===== src/rtl/req_scheduler.sv =====
// Latches one request ID from the inbound FIFO and offers it to two channels,
// each with its own valid/ready handshake, while counting dispatches and drops.
module req_scheduler #(
  parameter int REQ_ID_WIDTH = 32,
  parameter int CNT_WIDTH    = 32
) (
  input  logic                    clk,
  input  logic                    reset,
  input  logic                    ignore_rx,
  input  logic [1:0]              ch_enable,
  input  logic [REQ_ID_WIDTH-1:0] FIFO_TDATA,
  input  logic                    FIFO_TVALID,
  output logic                    FIFO_TREADY,
  output logic [REQ_ID_WIDTH-1:0] ch0_req_id,
  output logic [REQ_ID_WIDTH-1:0] ch1_req_id,
  output logic                    ch0_req_valid,
  output logic                    ch1_req_valid,
  input  logic                    ch0_req_ready,
  input  logic                    ch1_req_ready,
  output logic [CNT_WIDTH-1:0]    dispatch_count,
  output logic [CNT_WIDTH-1:0]    drop_count,
  output logic                    busy,
  output logic                    state_dbg
);

  // Handshakes: a transfer happens on a rising edge where valid & ready are both
  // high; valid never depends combinationally on ready, and FIFO_TREADY is a pure
  // function of state.
  typedef enum logic {
    S_IDLE    = 1'b0,
    S_PRESENT = 1'b1
  } state_t;

  state_t                  state, state_nxt;
  logic [REQ_ID_WIDTH-1:0] req_id_reg, req_id_nxt;
  logic [1:0]              pend, pend_nxt;
  logic [1:0]              hs;
  logic [CNT_WIDTH-1:0]    dispatch_cnt;
  logic [CNT_WIDTH-1:0]    drop_cnt;
  logic                    dispatch_inc;
  logic                    drop_inc;

  assign hs = pend & {ch1_req_ready, ch0_req_ready};

  always_comb begin
    state_nxt    = state;
    req_id_nxt   = req_id_reg;
    pend_nxt     = pend;
    dispatch_inc = 1'b0;
    drop_inc     = 1'b0;
    case (state)
      S_IDLE: begin
        if (FIFO_TVALID) begin
          if (ignore_rx || (ch_enable == 2'b00)) begin
            drop_inc = 1'b1;
          end else begin
            req_id_nxt = FIFO_TDATA;
            pend_nxt   = ch_enable;
            state_nxt  = S_PRESENT;
          end
        end
      end
      S_PRESENT: begin
        // Channels that already accepted have pend low, so their ready is masked.
        pend_nxt = pend & ~hs;
        if (pend_nxt == 2'b00) begin
          dispatch_inc = 1'b1;
          state_nxt    = S_IDLE;
        end
      end
      default: begin
        state_nxt = S_IDLE;
        pend_nxt  = 2'b00;
      end
    endcase
  end

  always_ff @(posedge clk or posedge reset) begin
    if (reset) begin
      state        <= S_IDLE;
      req_id_reg   <= '0;
      pend         <= 2'b00;
      dispatch_cnt <= '0;
      drop_cnt     <= '0;
    end else begin
      state      <= state_nxt;
      req_id_reg <= req_id_nxt;
      pend       <= pend_nxt;
      if (dispatch_inc) dispatch_cnt <= dispatch_cnt + 1'b1;
      if (drop_inc)     drop_cnt     <= drop_cnt + 1'b1;
    end
  end

  assign FIFO_TREADY    = (state == S_IDLE);
  assign busy           = (state == S_PRESENT);
  assign state_dbg      = state;
  assign ch0_req_valid  = pend[0];
  assign ch1_req_valid  = pend[1];
  assign ch0_req_id     = req_id_reg;
  assign ch1_req_id     = req_id_reg;
  assign dispatch_count = dispatch_cnt;
  assign drop_count     = drop_cnt;

endmodule

===== config.mk =====
export PLATFORM = sky130hd
export DESIGN_NAME = req_scheduler
export DESIGN_NICKNAME = d
export VERILOG_FILES = /design/src/rtl/req_scheduler.sv
export SDC_FILE = /design/constraint.sdc
export NUM_CORES = 1
export LEC_CHECK = 0
export CORE_ASPECT_RATIO = 1.25
export CORE_MARGIN = 2
export CORE_UTILIZATION = 36
export CTS_CLUSTER_DIAMETER = 150
export DETAILED_ROUTE_END_ITERATION = 10
export PLACE_DENSITY = 0.78
export SYNTH_ARGS = -nofsm -noshare
export SYNTH_HDL_FRONTEND = slang
export SYNTH_SLANG_ARGS = --single-unit

===== constraint.sdc =====
create_clock -name clk -period 9.3 [get_ports clk]
set_clock_uncertainty 0.15 [all_clocks]
set_input_delay 0.93 -clock clk [delete_from_list [all_inputs] [get_ports clk]]
set_output_delay 0.93 -clock clk [all_outputs]
set_load 0.05 [all_outputs]

==> impl_metrics.tcl, run 1 <==
set metrics [dict create \
    cellPowerDensity_mw_per_mm2 339.9 \
    syn_to_final_growth_pct 43.41 \
    synth_fp_nets 436 \
    rrSetupSlack_ns 7.05 \
    grt-ovfl-total 0 \
    critical_path_buf_inv_count 2 \
    core_mm2 0.01260 \
    synth_top_area_share_pct 53.59 \
    dr.first_iter.drc_count 152 \
    wirelength_um 11560 \
    antennaDiodeCount 0 \
    viasPerCell 5.020 \
    cts_made_buffers 9 \
    globalplace.congestion 0.7859 \
    ys_types 34 \
    ir_drop_uv 216.0 \
    clkSlewWorstSetupHoldPaths_ns 0.07 \
    synthCells 394 \
    slew_violations 0 \
    antenna_found_initial 0 \
    clkLatencyLatePin_ns 0.34 \
    fill_cells 1065 \
    cts_max_level 3 \
    p_total_mw 2.254 \
    fin_crit_sh_pct 32.02 \
    synth_top_area_cell "dfrtp_1" \
    synth_area_leaders "dfrtp_1 54%, mux2_2 8.0%, xor2_1 6.8%" \
    rsz0062_at_grt "no" \
    cp_data_arrival_time_ns 1.90 \
    vias 3539 \
    p_leak_nw 2.907 \
    track_usage_pct 16.49 \
    cts_setup_buffers 0 \
    cp_cell_sequence "inv_1, clkdlybuf4s50_1" \
    cts_tree "yes" \
    setup_viol 0 \
    crit_slowest_cell "clkdlybuf4s50_1" \
    design_area_mm2 0.006630 \
    die_x_um 105.4 \
    wl_per_cell_um 16.40 \
    clock.fmax_mhz 335.9 \
    drt-pass1-iter-count 4 \
    hold_slack_ns 0.3328 \
    status "completed" \
    grt_pass1_vias 3445 \
    layout-drive-gt1-share_pct 11.36 \
    dpl.hpwl_um 8421 \
    worst_slew_pin_slew_ns 0.8316 \
    io_pins 173 \
    drcViolationCount 0 \
    seq_area_frac_synth_pct 53.59 \
    start_util_pct 36.68 \
    tns_ns 0 \
    cts-hold-fix-buffers 0 \
    criticalPathCategory "reg -> out" \
    ys_warn_count 0 \
    cap_violations 0 \
    die-area_mm2 0.01377 \
    critPathMaxFanout 9 \
    cp_slowest_stage_delay_ns 0.86 \
    dpl_cell_area_mm2 0.006264 \
    hold_violations 0 \
    clockBufferDepth 2 \
    die_height_um 130.7 \
    crit_path_start_kind "flop" \
    clockRootBuffer "clkbuf_16" \
    rows 46 \
    synth_area_per_cell_um2 11.73 \
    ant_nets 0 \
    critPathTopFamily "buffers and inverters" \
    grt_pass1_wl_um 18030 \
    netlist_area_mm2 0.004623 \
    multiInputGateArea_mm2 0.001788 \
    grt_max_degree 53 \
    nets 574 \
    period_minus_slack_ns 2.978 \
    final_util_pct 52.60 \
    port_buffers 172 \
    synth_seq_cells 99 \
    critPathRequiredTime_ns 8.22 \
    slew_headroom_pct 44.05 \
    hold_class "reg -> reg" \
    crit_path_end_kind "output port" \
    ff_latch_area_mm2 0.002477 \
    cts_resized 0 \
    cts.sinks 99 \
]
-- path summary, 6_finish.rpt --
kind                                                       end  cells after the start                       start
worst max-delay path                               FIFO_TREADY                      2              busy$_DFF_PP0_
worst min-delay path                drop_count[31]$_DFFE_PP0P_                      1  drop_count[31]$_DFFE_PP0P_
worst max register to register  dispatch_count[18]$_DFFE_PP0P_                      3              busy$_DFF_PP0_
worst min register to register      drop_count[31]$_DFFE_PP0P_                      1  drop_count[31]$_DFFE_PP0P_
max in group asynchronous            ch0_req_id[7]$_DFFE_PP0P_                      3                       reset
min in group asynchronous           ch0_req_id[24]$_DFFE_PP0P_                      2                       reset
-- state kept, by name, indices dropped and copies added, names as in the netlist --
name / flops
ch0_req_id: 32
dispatch_count: 32
drop_count: 32
pend: 2
busy: 1
-- worst reg2reg max path: cells and delay by family, from the launching register on --
family | cells | cell delay (ns)
AND/OR/NAND/NOR | 2 | 1.24
flip-flops | 1 | 0.55
XOR/XNOR | 1 | 0.22
-- cells by family (layout without fill, tap and decap cells) --
family | Yosys count | in the layout | share of synthesized area [%]
buffers and inverters | 59 | 202 | 7.794
XOR/XNOR | 62 | 62 | 11.75
flip-flops | 99 | 99 | 53.59
AND/OR/NAND/NOR | 133 | 133 | 17.05
adder cells (fa/ha/maj) | 2 | 2 | 0.5412
multiplexers | 37 | 37 | 8.904
AO/OA/AOI/OAI | 2 | 2 | 0.3790
-- layout by cell type, fill, tap and decap left out, types with 2 or more instances in the layout --
cell             synthesis  routed
dfrtp_1                 99      99
or2_2                    2       2
nor3_1                  14      14
and4_1                   6       6
nand4_1                 18      18
nand2b_1                 3       3
nor4b_1                  3       3
xnor2_1                 26      26
nand3_1                 21      21
clkdlybuf4s50_1          0     172
buf_4                   33       3
bufinv_16                0       4
nand2_1                 20      20
inv_1                   11      10
and2_1                   2       2
mux2_2                  33      33
xor2_1                  36      36
clkbuf_16                0       9
and3_1                   8       8
mux2i_1                  4       4
nor4_1                  18      18
ha_1                     2       2
clkinv_4                 0       2
nor2_1                  10       9
-- synth_stat cells --
| cell type | number |
|---|---|
| a21boi_0 | 1 |
| and2_1 | 2 |
| and3_1 | 8 |
| and4_1 | 6 |
| buf_1 | 2 |
| buf_2 | 6 |
| buf_4 | 33 |
| buf_6 | 1 |
| clkbuf_1 | 6 |
| dfrtp_1 | 99 |
| ha_1 | 2 |
| inv_1 | 11 |
| mux2_2 | 33 |
| mux2i_1 | 4 |
| nand2_1 | 20 |
| nand2b_1 | 3 |
| nand3_1 | 21 |
| nand4_1 | 18 |
| nand4_2 | 1 |
| nand4_4 | 1 |
| nand4b_1 | 1 |
| nor2_1 | 10 |
| nor3_1 | 14 |
| nor3b_1 | 1 |
| nor4_1 | 18 |
| nor4_2 | 1 |
| nor4_4 | 1 |
| nor4b_1 | 3 |
| o21ba_2 | 1 |
| or2_2 | 2 |
| or4_1 | 1 |
| or4_4 | 1 |
| xnor2_1 | 26 |
| xor2_1 | 36 |
-- stage by stage --
step | setup WS [ns] | std cells
5_1_grt | 6.151 | 705
6_report | 6.322 | 705
3_3_place_gp | 6.037 | 689
2_1_floorplan | 5.630 | 394
3_5_place_dp | 5.970 | 689
4_1_cts | 6.293 | 705
-- report_power, final --
group          internal [mW]  switching (mW)
logic                  0.385           0.780
registers              0.531           0.103
clock network          0.291           0.163
total                   1.21            1.05
-- metal layers --
metal	up-vias	global-route usage [%]	wire [um]
li1	1619	-	-
met2	139	27.78	5852
met3	15	4.415	802
met1	1766	20.27	4720
met4	0	6.588	184
met5	-	0	0
-- area by class of cell --
class | count | share of cell area [%]
clock buffer | 10 | 3.453
clock inverter | 6 | 2.076
inverter | 11 | 0.6605
multi-input combinational | 236 | 26.97
sequential | 99 | 37.37
tap | 168 | 3.170
timing repair buffer | 175 | 26.31
Note: power is estimated with default switching activity, not from simulation.
==> run 2, diff against run 1 <==
Settings changed: PLACE_DENSITY 0.78 to 0.81.
Clock period 9.3 ns to 2.7 ns, I/O delays scaled along.
==> run 2 against run 1 <==
Count of clock-buffer cells in the layout is the same. Sequential power grew to 3.4 times the previous value. Global-route usage grew 0.19 points. Wire length shrank 0.74%. Design area shrank 0.23%. Register-to-register slack lost 6.5 ns. Non-clock buffer count grew 3. Power grew to 3.3 times the previous value. Clock power grew to 2.8 times the previous value. Setup slack lost 5.9 ns.
==> impl_metrics.tcl, run 2 (same netlist as run 1, synthesis figures left out) <==
set metrics [dict create \
    critPathMaxFanout 9 \
    period_minus_slack_ns 2.291 \
    antennaDiodeCount 0 \
    dr.first_iter.drc_count 139 \
    final_util_pct 52.48 \
    wirelength_um 11470 \
    clock.fmax_mhz 436.4 \
    slew_violations 0 \
    drcViolationCount 0 \
    grt_pass1_vias 3534 \
    cts_setup_buffers 0 \
    grt-ovfl-total 0 \
    crit_path_end_kind "output port" \
    globalplace.congestion 0.7804 \
    critPathRequiredTime_ns 2.28 \
    vias 3538 \
    clkLatencyLatePin_ns 0.34 \
    setup_viol 0 \
    cts_tree "yes" \
    cts.sinks 99 \
    rows 46 \
    die-area_mm2 0.01377 \
    crit_slowest_cell "clkdlybuf4s50_1" \
    cts_made_buffers 9 \
    fill_cells 1088 \
    clockRootBuffer "clkbuf_16" \
    die_x_um 105.4 \
    criticalPathCategory "reg -> out" \
    place_inst 692 \
    cts-hold-fix-buffers 0 \
    cp_data_arrival_time_ns 1.87 \
    cellPowerDensity_mw_per_mm2 1135 \
    slew_headroom_pct 51.14 \
    crit_path_start_kind "flop" \
    most-common-layout-cells "172 x clkdlybuf4s50_1, 99 x dfrtp_1, 36 x xor2_1, 33 x mux2_2, 26 x xnor2_1" \
    ir_drop_uv 729.3 \
    grt_pass1_wl_um 18370 \
    rsz0062_at_grt "no" \
    layout-drive-gt1-share_pct 11.87 \
    design_area_mm2 0.006615 \
    final_cells 707 \
    cp_slowest_stage_delay_ns 0.84 \
    cts_resized 0 \
    grt_max_degree 100 \
    ant_nets 0 \
    layout_commonest_cell "clkdlybuf4s50_1" \
    fin_crit_sh_pct 84.86 \
    clkSlewWorstSetupHoldPaths_ns 0.07 \
    syn_to_final_growth_pct 43.09 \
    drt-pass1-iter-count 4 \
    antenna_found_initial 0 \
    worst_slew_pin_slew_ns 0.7263 \
    place_worst_setup_slack_ns 0.3590 \
    setup_ws_ns 0.4087 \
    io_pins 173 \
    wl_per_cell_um 16.23 \
    cp_cell_sequence "inv_1, clkdlybuf4s50_1" \
    core_mm2 0.01260 \
    hold_class "in -> async" \
    die_height_um 130.7 \
    dpl.hpwl_um 8402 \
    viasPerCell 5.004 \
    hold_violations 0 \
    status "completed" \
    dpl_cell_area_mm2 0.006312 \
    p_leak_nw 2.892 \
    start_util_pct 36.68 \
    nets 577 \
    track_usage_pct 16.68 \
    cap_violations 0 \
    cts_max_level 3 \
    port_buffers 172 \
    tns_ns 0 \
    clockBufferDepth 2 \
]
[run 2: cell types whose count changed in the layout (fill, tap and decap cells not counted), sizes merged]
cell      change
clkinvlp      +2
inv           -1
bufinv        -3
buf           +3
clkinv        +1
[run 2: per-layer routing]
metal | GRT usage (%) | vias to the layer above | share of wire [%]
met5 | 0 | - | 0
met4 | 5.020 | 0 | 1.3
met3 | 4.911 | 15 | 7.1
met2 | 28.77 | 141 | 52
met1 | 20.32 | 1759 | 40
li1 | - | 1623 | -
[run 2: worst max-delay path, delay by kind of cell (launching register included)]
family   cells  cell delay, ns
buf+inv      2            1.04
flops        1            0.49
[run 2: worst paths after layout]
path                       slack [ns]                            from  cells past startpoint                        endpoint
max in group asynchronous        1.72                           reset                      3   dispatch_count[7]$_DFFE_PP0P_
min in group clk                 0.32  dispatch_count[31]$_DFFE_PP0P_                      1  dispatch_count[31]$_DFFE_PP0P_
min                              0.30                           reset                      3      ch0_req_id[28]$_DFFE_PP0P_
max reg2reg                      0.52   dispatch_count[8]$_DFFE_PP0P_                      4  dispatch_count[21]$_DFFE_PP0P_
min reg2reg                      0.32  dispatch_count[31]$_DFFE_PP0P_                      1  dispatch_count[31]$_DFFE_PP0P_
max                              0.41                  busy$_DFF_PP0_                      2                     FIFO_TREADY
[run 2: stage by stage]
step | hold WS, ns | power [mW]
CTS | 0.3265 | 7.583
global route | 0.3517 | 7.822
detailed placement | 0.3141 | 6.279
floorplan | 0.2717 | 5.136
global placement | 0.3128 | 6.207
finish | 0.3008 | 7.507
[run 2: area by class of cell]
cell class              count  area [um^2]  area share, %
repair buffers            178         1792          27.09
clock buffers              10        239.0          3.613
multi-input cells         236         1788          27.03
inverters                  11        45.04         0.6809
well taps                 168        210.2          3.178
clock inverters             5        63.81         0.9646
flip-flops and latches     99         2477          37.45
[run 2: power breakdown]
part	total (mW)	switching, mW	internal [mW]
Sequential	2.18	0.346	1.83
Combinational	4.04	2.70	1.34
Clock	1.29	0.546	0.743
Total	7.51	3.59	3.92
==> run 3, diff against run 2 <==
Clock period 2.7 ns to 2.1 ns, I/O delays scaled along.
==> run 3 against run 2 <==
Setup slack worse by 0.33 ns. Design area is 2.0% higher. Critical path depth is 1 lower. Clock power is 43% higher. Combinational power is 29% higher. Die area stayed put. Sequential cell count stayed put. Critical endpoint is now drop_count[21].
==> impl_metrics.tcl, run 3 (same netlist as run 1, synthesis figures left out) <==
set metrics [dict create \
    period_minus_slack_ns 2.022 \
    cellPowerDensity_mw_per_mm2 1464 \
    cp_cell_sequence "clkdlybuf4s50_1" \
    criticalPathCategory "reg -> out" \
    clkSlewWorstSetupHoldPaths_ns 0.07 \
    core_mm2 0.01260 \
    setup_viol 0 \
    cts_setup_buffers 0 \
    ir_drop_uv 906.8 \
    drcViolationCount 0 \
    p_leak_nw 2.936 \
    grt_max_degree 56 \
    dr.first_iter.drc_count 146 \
    clockRootBuffer "clkbuf_16" \
    clkLatencyLatePin_ns 0.35 \
    cap_violations 0 \
    most-common-layout-cells "169 x clkdlybuf4s50_1, 81 x dfrtp_1, 36 x xor2_1, 33 x mux2_2, 26 x xnor2_1" \
    port_buffers 172 \
    rsz0062_at_grt "no" \
    crit_slowest_cell "clkdlybuf4s50_1" \
    crit_path_start_kind "flop" \
    wirelength_um 11330 \
    fin_crit_sh_pct 96.27 \
    cp_data_arrival_time_ns 1.66 \
    status "completed" \
    clock.fmax_mhz 494.6 \
    clockBufferDepth 2 \
    ant_nets 0 \
    cts_resized 0 \
    hold_class "in -> async" \
    track_usage_pct 16.55 \
    antennaDiodeCount 0 \
    grt_pass1_wl_um 18200 \
    viasPerCell 4.944 \
    hold_violations 0 \
    rows 46 \
    layout-drive-gt1-share_pct 17.45 \
    antenna_found_initial 0 \
    crit_path_end_kind "output port" \
    critPathTopFamily "buffers and inverters" \
    worst_slew_pin_slew_ns 0.5537 \
    start_util_pct 36.68 \
    final_util_pct 53.55 \
    slew_headroom_pct 62.97 \
    cts_tree "yes" \
    critical_path_buf_inv_count 1 \
    ff_latch_area_mm2 0.002500 \
    slew_violations 0 \
    syn_to_final_growth_pct 46.01 \
    cp_slowest_stage_delay_ns 0.85 \
    grt-ovfl-total 0 \
    io_pins 173 \
    cts.sinks 99 \
    vias 3550 \
    die_height_um 130.7 \
    cts-hold-fix-buffers 0 \
    layout_commonest_cell "clkdlybuf4s50_1" \
    wl_per_cell_um 15.77 \
    critPathMaxFanout 7 \
    drt-pass1-iter-count 4 \
    setup_ws_ns 0.07825 \
    fill_cells 1051 \
    multiInputGateArea_mm2 0.001788 \
    p_total_mw 9.879 \
    nets 587 \
    cts_made_buffers 9 \
    die-area_mm2 0.01377 \
    globalplace.congestion 0.7585 \
    grt_pass1_vias 3507 \
    cts_max_level 3 \
    critPathRequiredTime_ns 1.74 \
    die_x_um 105.4 \
    dpl.hpwl_um 8283 \
    place_worst_setup_slack_ns -0.09000 \
]
[run 3: cell count changes in the layout (fill, tap and decap cells not counted), moves of 2 or more]
cell	change
buf_4	+12
clkdlybuf4s50_1	-3
clkinv_4	-2
dfrtp_1	-18
dfrtp_2	+18
[run 3: worst paths after layout]
kind | start | end | slack, ns | cells past startpoint
min in group clk | FIFO_TDATA[0] | ch0_req_id[0]$_DFFE_PP0P_ | 0.32 | 2
hold / removal | reset | ch0_req_id[3]$_DFFE_PP0P_ | 0.19 | 3
max in group asynchronous | reset | drop_count[3]$_DFFE_PP0P_ | 1.32 | 3
setup reg to reg | drop_count[3]$_DFFE_PP0P_ | drop_count[19]$_DFFE_PP0P_ | 0.21 | 4
hold reg to reg | drop_count[31]$_DFFE_PP0P_ | drop_count[31]$_DFFE_PP0P_ | 0.32 | 1
setup / recovery | drop_count[21]$_DFFE_PP0P_ | drop_count[21] | 0.08 | 1
[run 3: layout make-up]
class,count,share of cell area [%]
clock inverters,6,1.427
repair buffers,188,27.73
inverters,11,0.6673
flip-flops and latches,99,37.03
clock buffers,10,3.540
multi-input cells,236,26.49
well taps,168,3.114
[run 3: metal layers]
metal | vias up | part of all wire [%] | track usage [%]
met1 | 1768 | 42 | 20.54
li1 | 1638 | - | -
met3 | 9 | 7.1 | 4.613
met4 | 0 | 0.91 | 5.490
met5 | - | 0 | 0
met2 | 135 | 50 | 28.05
[run 3: metrics by stage]
| stage | setup TNS, ns | instance area [um^2] | hold WS (ns) | std cells |
|---|---|---|---|---|
| after CTS | 0 | 6750 | 0.1843 | 718 |
| after floorplan | 0 | 4649 | 0.2117 | 394 |
| after global placement | -0.2211 | 6415 | 0.3102 | 702 |
| after global routing | 0 | 6750 | 0.2004 | 718 |
| after detailed placement | -0.4114 | 6415 | 0.3111 | 702 |
| final | 0 | 6750 | 0.1856 | 718 |
[run 3: report_power, final]
group          internal [mW]  switching (mW)
registers               2.37           0.437
clock network           1.09           0.748
logic                   1.74            3.49
total                   5.21            4.67
